File: src/rtl/port_ingress_queue.sv
`default_nettype none
// ============================================================================
// Module   : port_ingress_queue
// Purpose  : Host-side filter + FIFO + gap-paced issue into one switch port.
// Revision : 1.0
// ============================================================================
module port_ingress_queue #(
  parameter int PORT_ID = 0,
  parameter int DEPTH   = 4,
  parameter int MIN_GAP = 1
) (
  input  logic                       clk,
  input  logic                       rst,
  input  logic                       host_valid,
  output logic                       host_ready,
  input  logic [3:0]                 host_source,
  input  logic [3:0]                 host_target,
  input  logic [7:0]                 host_data,
  input  logic                       sw_ready,
  output logic                       sw_valid,
  output logic [3:0]                 sw_source,
  output logic [3:0]                 sw_target,
  output logic [7:0]                 sw_data,
  output logic [$clog2(DEPTH+1)-1:0] fill,
  output logic                       drop_pulse,
  output logic [7:0]                 drop_cnt
);

  localparam int              c_AW   = $clog2(DEPTH);
  localparam int              c_FW   = $clog2(DEPTH + 1);
  localparam logic [3:0]      c_SRC  = 4'(1 << PORT_ID);
  localparam logic [c_FW-1:0] c_FULL = c_FW'(DEPTH);
  localparam logic [2:0]      c_GAP  = 3'(MIN_GAP);

  typedef enum logic [0:0] {S_IDLE = 1'b0, S_GAP = 1'b1} state_t;

  logic [15:0]     r_mem [DEPTH];
  logic [c_AW-1:0] r_wr_ptr;
  logic [c_AW-1:0] r_rd_ptr;
  logic [c_FW-1:0] r_fill;
  state_t          r_state;
  logic [2:0]      r_gap_cnt;
  logic            r_sw_valid;
  logic [15:0]     r_sw_pkt;
  logic            r_drop_pulse;
  logic [7:0]      r_drop_cnt;

  logic w_handshake;
  logic w_legal;
  logic w_push;
  logic w_drop;
  logic w_pop;

  // No pop-to-push bypass: a full queue refuses even while it is draining.
  assign host_ready  = !rst && (r_fill != c_FULL);
  assign w_handshake = host_valid && host_ready;
  assign w_legal     = (host_source == c_SRC) && (host_target != 4'b0000) &&
                       !host_target[PORT_ID];
  assign w_push      = w_handshake && w_legal;
  assign w_drop      = w_handshake && !w_legal;
  assign w_pop       = (r_state == S_IDLE) && (r_fill != '0) && sw_ready;

  always_ff @(posedge clk) begin
    if (w_push) begin
      r_mem[r_wr_ptr] <= {host_source, host_target, host_data};
    end
  end

  always_ff @(posedge clk) begin
    if (rst) begin
      r_wr_ptr     <= '0;
      r_rd_ptr     <= '0;
      r_fill       <= '0;
      r_state      <= S_IDLE;
      r_gap_cnt    <= '0;
      r_sw_valid   <= 1'b0;
      r_sw_pkt     <= '0;
      r_drop_pulse <= 1'b0;
      r_drop_cnt   <= '0;
    end else begin
      r_sw_valid   <= w_pop;
      r_sw_pkt     <= w_pop ? r_mem[r_rd_ptr] : 16'h0000;
      r_drop_pulse <= w_drop;
      if (w_drop && (r_drop_cnt != 8'hFF)) begin
        r_drop_cnt <= r_drop_cnt + 8'd1;
      end
      if (w_push) begin
        r_wr_ptr <= r_wr_ptr + c_AW'(1);
      end
      if (w_pop) begin
        r_rd_ptr <= r_rd_ptr + c_AW'(1);
      end
      case ({w_push, w_pop})
        2'b10:   r_fill <= r_fill + c_FW'(1);
        2'b01:   r_fill <= r_fill - c_FW'(1);
        default: r_fill <= r_fill;
      endcase
      case (r_state)
        S_IDLE: begin
          if (w_pop && (c_GAP != 3'd0)) begin
            r_state   <= S_GAP;
            r_gap_cnt <= c_GAP;
          end
        end
        S_GAP: begin
          r_gap_cnt <= r_gap_cnt - 3'd1;
          if (r_gap_cnt <= 3'd1) begin
            r_state <= S_IDLE;
          end
        end
        default: r_state <= S_IDLE;
      endcase
    end
  end

  assign sw_valid   = r_sw_valid;
  assign sw_source  = r_sw_pkt[15:12];
  assign sw_target  = r_sw_pkt[11:8];
  assign sw_data    = r_sw_pkt[7:0];
  assign fill       = r_fill;
  assign drop_pulse = r_drop_pulse;
  assign drop_cnt   = r_drop_cnt;

endmodule
`default_nettype wire

File: config.mk
export PLATFORM = sky130hd
export DESIGN_NAME = port_ingress_queue
export DESIGN_NICKNAME = d
export VERILOG_FILES = /design/src/rtl/port_ingress_queue.sv
export SDC_FILE = /design/constraint.sdc
export NUM_CORES = 1
export LEC_CHECK = 0
export ABC_AREA = 1
export CORE_ASPECT_RATIO = 0.5
export CORE_MARGIN = 1.5
export CORE_UTILIZATION = 49
export CTS_CLUSTER_SIZE = 40
export DETAILED_ROUTE_END_ITERATION = 8
export GPL_ROUTABILITY_DRIVEN = 0
export PLACE_DENSITY = 0.74
export SLEW_MARGIN = 20
export SYNTH_ARGS = -nofsm -noshare
export SYNTH_HDL_FRONTEND = slang
export SYNTH_SLANG_ARGS = --single-unit
File: constraint.sdc
create_clock -name clk -period 2.2 [get_ports clk]
set_input_delay 0.66 -clock clk [delete_from_list [all_inputs] [get_ports clk]]
set_output_delay 0.66 -clock clk [all_outputs]
set_load 0.05 [all_outputs]
==> impl_results.md, run 1 <==
- Avg Vias per Cell: 4.744
- WS Path Type: input pin to flip-flop
- Most frequent cell after synthesis: nor2_1
- Async SR Flop Fraction: 0%
- Max-cap violations: 0
- DR DRC count: 0
- Global-route wire length before repair: 11.71 mm
- EDFF count, synth: 64
- Initial antenna violation count: 0
- Synth top cells by count: nor2_1, edfxtp_1, dfxtp_1
- Synth Net Count: 408
- Seq cells post-synth: 101
- Via count: 2,723
- Ys Warns: 0
- Antenna Nets Post-Route: 0
- Initial Util: 50.34%
- Clock Latency Late Sink: 0.34 ns
- Synth area leaders: edfxtp_1, dfxtp_1, nor2_1
- Dpl cells: 553
- FF-to-FF End: fill[1]
- Main flop type after synthesis: edfxtp_1
- R2r startpoint: fill[1]
- Yosys top cell by area: edfxtp_1
- Worst reg2reg path depth: 11
- Fmax: 466.3 MHz
- Share of layout cells above drive strength 1: 17.97%
- Total grt overflow: 0
- Nets@finish: 485
- Total global routing track utilization: 18.62%
- Clk_skew: 0.002824 ns
- Slew Viols, Final: 0
- Final setup violation count: 0
- Root buf cell: clkbuf_16
- Power Dens Cells: 749.5 nW/um2
- # diodes: 0
- Worst setup margin: 0.05534 ns
- Synth cell types: 25
- Non-Filler Instances: 574
- Sequential element share of the synthesized area: 66.35%
- DP HPWL: 4.554 mm
- Syn Inst Count: 380
- Slew HR: 66.53%
- Die height: 66.99 um
- Synth-to-Final Area Change: 29.50%
- Final hold vios: 0
- Clk sink count: 101
- Die width: 131.0 um
- Avg Synthesized Cell Area: 10.56 um2
- Final period utilization: 97.48%
- DR pass1 iterations: 4
- Worst min path class: flip-flop to flip-flop
- Post-Route WL: 7.426 mm
- Largest net degree at the start of global routing: 34
- Post-DR wirelength/cell: 12.94 um
- CTS clk-pin slew, worst paths: 0.07 ns
- Starting DRC count in detailed routing: 176
- VDD IR max: 0.0004271 V
- Setup TNS: 0 ns
- Ports: 50
- Endpoint type of the worst setup path: flip-flop
- Vias in the first global route: 2,454
- CTS tree: yes
- FF-to-FF setup slack: 0.40 ns
- Hold Path End: r_gap_cnt[1]
- Worst slew pin tran: 0.5005 ns
- Arr. time, crit path: 2.43 ns
- Hold path start: r_gap_cnt[1]
- Share of the synthesized area in the top cell type: 47.90%
- Status: finished clean
- Worst hold stages: 2
- Leak pwr: 0.002029 uW
- Worst-path maximum fanout: 5
- Total power: 3894 uW
- Fill cells: 633
- Htree depth: 3
- Final min period: 2.145 ns
- CTS max path bufs: 2
- Critical path launch point type: input pin
- Num CTS Buffers: 9
- CTS Hold Buffers Added: 0
- Post-Place Worst Slack: -0.5263 ns
- Rows: 23
- Required time of the critical path: 2.48 ns
- Port buffer count: 49
- Cell Area, Synth: 4013 um2
- Die area: 8774 um2
- Core area: 7971 um2
-- kinds of logic (layout without fill, tap and decap cells) --
group | count (synthesis) | after routing | share of synthesized area [%]
flops | 101 | 101 | 66.35
buf+inv | 49 | 131 | 5.644
compound gates | 70 | 70 | 8.793
simple gates | 152 | 152 | 16.53
fa+ha+maj | 8 | 8 | 2.682
-- flip-flops by register name, summed over array words and instances (netlist names) --
name / flops
drop_cnt: 8
drop_pulse: 1
fill: 3
r_gap_cnt: 3
r_mem: 64
r_rd_ptr: 2
r_state: 1
r_sw_pkt: 16
r_wr_ptr: 2
sw_valid: 1
-- critical path: stages --
cell and delay (ns):
dlygate4sd2_1 0.27, inv_1 0.08, nand2_1 0.06, nor2_2 0.15, nand3_4 0.11, nor2_4 0.14
inv_2 0.05, ha_1 0.18, inv_1 0.08, fa_2 0.43, nor2_1 0.10, a21oi_1 0.05
nor2_1 0.08
-- metrics by stage --
step	utilization [%]	hold slack [ns]	instance area (um2)
floorplan	-	0.4423	4013
global placement	59.91	0.4650	4776
detailed placement	59.91	0.4738	4776
CTS	64.62	0.4817	5151
global route	65.19	0.5144	5196
finish	65.19	0.4808	5196
-- final cells by class --
cell class | count | area, um2 | share of cell area (%)
repair buffers | 78 | 762.0 | 14.66
clock buffers | 9 | 225.2 | 4.334
inverters | 37 | 143.9 | 2.769
clock inverters | 7 | 103.9 | 1.999
multi-input cells | 230 | 1159 | 22.30
flip-flops and latches | 101 | 2663 | 51.24
well taps | 112 | 140.1 | 2.697
-- metal layers --
layer	track usage (%)	vias up	wire, um
li1	-	1414	-
met1	22.60	1247	3173
met2	31.54	57	3836
met3	6.265	5	374
met4	6.044	0	42
met5	0	-	0
-- cell usage in the layout (no fill, tap or decap), types with 4 or more instances in the layout --
| cell | instances |
|---|---|
| clkbuf_16 | 9 |
| buf_4 | 34 |
| nand2_1 | 31 |
| a21oi_1 | 31 |
| edfxtp_1 | 64 |
| dlygate4sd2_1 | 5 |
| clkdlybuf4s50_1 | 28 |
| dfxtp_1 | 37 |
| buf_12 | 6 |
| o21ai_1 | 4 |
| nand3_1 | 8 |
| inv_1 | 29 |
| o21ai_0 | 34 |
| ha_1 | 7 |
| nor2_4 | 4 |
| nor2_1 | 94 |
| nand3_2 | 5 |
| dlymetal6s2s_1 | 5 |
| inv_2 | 6 |
-- worst max-delay path by stage --
stage / start / end / cells past startpoint
after global routing: host_source[1] / fill[1] / 13
after CTS: host_source[3] / fill[1] / 11
after global placement: host_source[1] / fill[2] / 14
after detailed placement: host_source[1] / fill[2] / 14
final: host_source[1] / fill[1] / 13
after floorplan: fill[1] / r_mem[0][0] / 6
-- report_power, final --
part	internal (uW)	leakage, uW	switching (uW)
Clock	1010	0.000155	684
Combinational	75.5	0.00100	97.1
Sequential	2020	0.000874	7.84
Total	3110	0.00203	789
-- repair_timing --
action / in CTS / in global routing
pin swaps: 5 / 3
setup buffers: 4 / 1
resized for setup: 13 / 11
setup endpoints to repair: 4 / 2
No activity file was read; power rests on OpenSTA's default activity.
==> run 2: changes to the inputs <==
--- a/config.mk
+++ b/config.mk
@@ -6,6 +6,7 @@
 export NUM_CORES = 1
 export LEC_CHECK = 0
 export ABC_AREA = 1
+export CAP_MARGIN = 40
 export CORE_ASPECT_RATIO = 0.5
 export CORE_MARGIN = 1.5
 export CORE_UTILIZATION = 49
==> results of run 2 <==
No change in the layout: final DEF, timing and power equal those of run 1.
